===== src/rtl/vga_scan_controller_pkg.sv =====
// Shared VGA timing defaults, colour type and a small window-compare helper
// used by the scan controller.
package vga_pkg;

    localparam int DEF_H_VISIBLE = 640;
    localparam int DEF_H_FRONT   = 16;
    localparam int DEF_H_SYNC    = 96;
    localparam int DEF_H_BACK    = 48;
    localparam int DEF_V_VISIBLE = 480;
    localparam int DEF_V_FRONT   = 10;
    localparam int DEF_V_SYNC    = 2;
    localparam int DEF_V_BACK    = 33;

    localparam int DEF_H_TOTAL    = DEF_H_VISIBLE + DEF_H_FRONT + DEF_H_SYNC + DEF_H_BACK;
    localparam int DEF_V_TOTAL    = DEF_V_VISIBLE + DEF_V_FRONT + DEF_V_SYNC + DEF_V_BACK;
    localparam int DEF_HS_START   = DEF_H_VISIBLE + DEF_H_FRONT;
    localparam int DEF_HS_END     = DEF_HS_START + DEF_H_SYNC;
    localparam int DEF_VS_START   = DEF_V_VISIBLE + DEF_V_FRONT;
    localparam int DEF_VS_END     = DEF_VS_START + DEF_V_SYNC;

    typedef logic [2:0] rgb_t;
    localparam rgb_t BLACK = 3'b000;

    // Unsigned half-open window test: lo <= v < hi.
    function automatic logic in_window(input logic [9:0] v, input int lo, input int hi);
        return (int'(v) >= lo) && (int'(v) < hi);
    endfunction

endpackage


===== src/rtl/vga_scan_controller_mod_counter.sv =====
// Modulo-N counter with enable, synchronous reset and a wrap pulse that is
// high on the enabled cycle where the count returns to zero.
module mod_counter #(
    parameter int N = 2,
    parameter int W = (N > 1) ? $clog2(N) : 1
) (
    input  logic         clk,
    input  logic         reset,
    input  logic         en,
    output logic [W-1:0] cnt,
    output logic         wrap
);

    assign wrap = en && (cnt == W'(N - 1));

    always_ff @(posedge clk) begin
        if (reset)
            cnt <= '0;
        else if (wrap)
            cnt <= '0;
        else if (en)
            cnt <= cnt + W'(1);
    end

endmodule


===== src/rtl/vga_scan_controller.sv =====
// 640x480 VGA scan generator: pixel-rate counters, blanked colour register,
// active-low syncs and a one-clock frame tick.
module vga_scan_controller
    import vga_pkg::*;
#(
    parameter int CLK_DIV   = 2,
    parameter int H_VISIBLE = DEF_H_VISIBLE,
    parameter int H_FRONT   = DEF_H_FRONT,
    parameter int H_SYNC    = DEF_H_SYNC,
    parameter int H_BACK    = DEF_H_BACK,
    parameter int V_VISIBLE = DEF_V_VISIBLE,
    parameter int V_FRONT   = DEF_V_FRONT,
    parameter int V_SYNC    = DEF_V_SYNC,
    parameter int V_BACK    = DEF_V_BACK
) (
    input  logic       clk,
    input  logic       reset,
    output logic [9:0] row,
    output logic [9:0] col,
    output logic       visible,
    input  logic [2:0] rgb_in,
    output logic [2:0] rgb_out,
    output logic       hsync_n,
    output logic       vsync_n,
    output logic       frame_tick
);

    localparam int H_TOTAL  = H_VISIBLE + H_FRONT + H_SYNC + H_BACK;
    localparam int V_TOTAL  = V_VISIBLE + V_FRONT + V_SYNC + V_BACK;
    localparam int HS_START = H_VISIBLE + H_FRONT;
    localparam int HS_END   = HS_START + H_SYNC;
    localparam int VS_START = V_VISIBLE + V_FRONT;
    localparam int VS_END   = VS_START + V_SYNC;
    localparam int DIV_W    = (CLK_DIV > 1) ? $clog2(CLK_DIV) : 1;

    logic [DIV_W-1:0] div_cnt;
    logic             div_wrap_unused;
    logic             pix_ce;
    logic [9:0]       h_cnt;
    logic [9:0]       v_cnt;
    logic             h_wrap;
    logic             v_wrap;

    mod_counter #(.N(CLK_DIV), .W(DIV_W)) u_div (
        .clk   (clk),
        .reset (reset),
        .en    (1'b1),
        .cnt   (div_cnt),
        .wrap  (div_wrap_unused)
    );

    assign pix_ce = (div_cnt == DIV_W'(CLK_DIV - 1));

    mod_counter #(.N(H_TOTAL), .W(10)) u_h (
        .clk   (clk),
        .reset (reset),
        .en    (pix_ce),
        .cnt   (h_cnt),
        .wrap  (h_wrap)
    );

    // Line counter steps once per completed line; its wrap marks end of frame.
    mod_counter #(.N(V_TOTAL), .W(10)) u_v (
        .clk   (clk),
        .reset (reset),
        .en    (h_wrap),
        .cnt   (v_cnt),
        .wrap  (v_wrap)
    );

    assign row     = v_cnt;
    assign col     = h_cnt;
    assign visible = (int'(h_cnt) < H_VISIBLE) && (int'(v_cnt) < V_VISIBLE);

    // Colour and syncs share one register stage so they stay aligned at the pins.
    always_ff @(posedge clk) begin
        if (reset) begin
            rgb_out    <= BLACK;
            hsync_n    <= 1'b1;
            vsync_n    <= 1'b1;
            frame_tick <= 1'b0;
        end else begin
            frame_tick <= v_wrap;
            if (pix_ce) begin
                rgb_out <= visible ? rgb_in : BLACK;
                hsync_n <= !in_window(h_cnt, HS_START, HS_END);
                vsync_n <= !in_window(v_cnt, VS_START, VS_END);
            end
        end
    end

endmodule


===== config.mk =====
export PLATFORM = sky130hd
export DESIGN_NAME = vga_scan_controller
export DESIGN_NICKNAME = d
export VERILOG_FILES = /design/src/rtl/vga_scan_controller_pkg.sv /design/src/rtl/vga_scan_controller_mod_counter.sv /design/src/rtl/vga_scan_controller.sv
export SDC_FILE = /design/constraint.sdc
export NUM_CORES = 1
export LEC_CHECK = 0
export CORE_MARGIN = 1
export CORE_UTILIZATION = 35
export CTS_CLUSTER_SIZE = 28
export DETAILED_ROUTE_END_ITERATION = 8
export GPL_ROUTABILITY_DRIVEN = 0
export GPL_TIMING_DRIVEN = 1
export PLACE_DENSITY_LB_ADDON = 0.25
export SLEW_MARGIN = 30
export SYNTH_ARGS = -nofsm -noshare
export SYNTH_HDL_FRONTEND = slang
export SYNTH_SLANG_ARGS = --single-unit
export TNS_END_PERCENT = 10

===== constraint.sdc =====
create_clock -name clk -period 3.2 [get_ports clk]
set_input_delay 0.48 -clock clk [delete_from_list [all_inputs] [get_ports clk]]
set_output_delay 0.48 -clock clk [all_outputs]
set_load 0.02 [all_outputs]

==> results.md <==
* Die X-Extent at 62.9 um
* Fin. max-slew vios at 0
* Minimum clock period at 2.20 ns
* Post-synthesis sequential area ratio at 0.417
* Yosys cell types at 38
* Multiplexer area fraction after synthesis at 0.00772
* Met1 Track Usage GR at 0.200
* Nets at 181
* Hpwl dp at 2150 um
* EDFF count, synth at 0
* Share of cells above drive strength 1 at 0.0643
* Vias in the first global route at 1019
* Worst Tran Pin Value at 0.567 ns
* Post-CTS resize count at 0
* Synth async-reset ratio at 0
* Global-route track usage on met2 at 0.255
* CP Launch Point: u_h.cnt[0]
* Leakage at 0.000544 uW
* RR Endpoint: u_v.cnt[7]
* # diodes at 0
* DRT Pass-1 Iters at 4
* Hold WC Path Type: reg -> reg
* Worst Clk Skew at 0.00791 ns
* Finish-stage setup viols at 0
* CTS tree: built
* Met3 Track Usage GR at 0.0292
* Reg2reg path depth at 5
* Routed len/inst at 13.4 um
* Reg2Reg Launch Point: u_h.cnt[0]
* Syn_nets at 153
* DR vias/cell at 5.18
* Largest net degree at the start of global routing at 15
* First-pass GRT wire length at 4890 um
* Clk buf depth at 2
* Placed instance area at 0.00160 mm^2
* Commonest non-fill, non-tap cell in the layout: clkdlybuf4s50_1
* Crit Path Category: reg -> reg
* Critical Path Start Type: flop
* Most used DFF post-synth: dfxtp_1
* Adder-Cell Fraction of Synth Area at 0.0386
* Fin. Hold Viols at 0
* Max-slew headroom at 0.617
* Cts hold-fix bufs at 0
* I/O pins at 32
* Setup Fix Bufs, Post-CTS at 0
* Max Cap Viol at 0
* Core area at 0.00344 mm^2
* Syn_area_per_cell at 9.00 um^2
* Post-Syn Area at 0.00130 mm^2
* Xor-xnor portion of the synthesized cell area at 0.0676
* Total CTS buffers at 3
* Starting DRT DRC Count at 38
* Post-route ant nets at 0
* Fmax at 455 MHz
* CTS clk-pin slew, worst paths at 0.09 ns
* R2R Setup Slk at 1.00 ns
* Number of synthesized register bits at 27
* Status: completed
* Gr busiest metal: met2
* Grt ovf at 0
* Crit path arrival time at 2.41 ns
* Simple-Gate Fraction of Synth Area at 0.299
* Skew-Pair Late Insertion Delay at 0.27 ns
* Critical Path RT at 3.41 ns
* Worst Setup End Kind: flop
* Gate Count Post-Synth at 144
* Die area at 0.00395 mm^2
* Pwr dens at 350 mW/mm^2
* Starting Density at 0.377
* DP Cell Count at 213
* CP max FO at 12
* Port-buffer cells at 31
* Commonest non-fill, non-tap cells in the layout: 31 x clkdlybuf4s50_1, 27 x dfxtp_1, 17 x nor2_1
* # DRC at 0
* Area growth, synth to finish at 27.2%
* Main combinational cell family by area after synthesis: simple AND/OR/NAND/NOR gates
* Finished layout cell area at 0.00165 mm^2
* Synth warnings at 0
* Row Count at 21
* Unrepaired setup endpoints after global routing: no
* Clk sinks at 27
* Peak VDD IR at 194 uV
* Period utilization at 0.686
* DIE HEIGHT at 62.9 um
* Fin util at 0.479
* Synth Area in Compound Gates at 0.109
* Cell Count, Final, Fillers Out at 217
* Total Routing Usage GR at 0.157
* Initial antenna violation count at 0
* Setup TNS at 0 ns
* # H-tree levels at 1
* Post-Route WL at 2910 um
* Via count at 1125
* Root Buffer Master: clkbuf_8
* Crit path capture: u_v.cnt[7]
## worst max-delay path: stages (launching register included)
cell and delay, ns:
dfxtp_1 0.42, ha_1 0.21, and4_1 0.34, nand4_1 0.41
or4_1 0.62, a21oi_1 0.14
## where the power goes
group          switching (uW)  internal, uW  leakage [uW]
registers                6.97           341      0.000219
logic                    19.3          18.8      0.000303
clock network             102          89.2     0.0000228
## cell families after synthesis
kind of cell    after synthesis
buf+inv                      13
compound gates               23
fa+ha+maj                     4
xor+xnor                     10
flops                        27
simple gates                 66
mux                           1
## stage by stage
step                      total power, uW  setup WS [ns]  hold slack [ns]
after detailed placement              394           1.05            0.465
after global routing                  609          0.850            0.511
after floorplan                       376           1.38            0.570
after CTS                             585          0.997            0.499
after global placement                392           1.17            0.471
final                                 578           1.00            0.495
## how the worst min path moves through the flow
stage | from | endpoint | slack [ns] | cells after the start
global route | rgb_out[1] | rgb_out[1] | 0.51 | 1
floorplan | u_v.cnt[8] | u_v.cnt[8] | 0.57 | 2
CTS | rgb_out[0] | rgb_out[0] | 0.50 | 1
detailed placement | rgb_out[1] | rgb_out[1] | 0.46 | 1
finish | rgb_out[0] | rgb_out[0] | 0.49 | 1
global placement | rgb_out[1] | rgb_out[1] | 0.47 | 1
## routing by layer
layer | share of wire | vias to the layer above
li1 | - | 562
met1 | 0.47 | 529
met2 | 0.47 | 30
met3 | 0.034 | 4
met4 | 0.019 | 0
met5 | 0 | -
## layout make-up
| cell class | instances | area [um^2] |
|---|---|---|
| timing repair buffer | 31 | 310 |
| multi-input combinational | 104 | 677 |
| clock buffer | 4 | 45.0 |
| sequential | 27 | 541 |
| tap | 46 | 57.6 |
| fill | 328 | 1790 |
| inverter | 5 | 18.8 |
## synth_stat cells, types with 2 or more instances
cell type / number / share of area
and2_1: 2 / 0.0097
nor3_1: 4 / 0.015
and3_2: 2 / 0.012
nand3_1: 3 / 0.012
xor2_1: 4 / 0.027
inv_1: 5 / 0.014
a21oi_1: 9 / 0.035
xnor2_1: 6 / 0.041
nor4_1: 3 / 0.014
and4_1: 2 / 0.014
or3_1: 4 / 0.019
nand4_1: 6 / 0.029
nor2_1: 17 / 0.049
buf_6: 3 / 0.026
o31ai_1: 3 / 0.017
buf_2: 3 / 0.012
or4_1: 2 / 0.012
ha_1: 4 / 0.039
dfxtp_1: 27 / 0.42
o21ai_0: 6 / 0.023
nand4b_1: 2 / 0.014
a22o_1: 3 / 0.020
nand2_1: 9 / 0.026
## state kept, by name, summed over array words and instances, names as in the netlist
name / flops
frame_tick: 1
hsync_n: 1
rgb_out: 3
u_div.cnt: 1
u_h.cnt: 10
u_v.cnt: 10
vsync_n: 1
No activity file was read; power rests on OpenSTA's default activity.
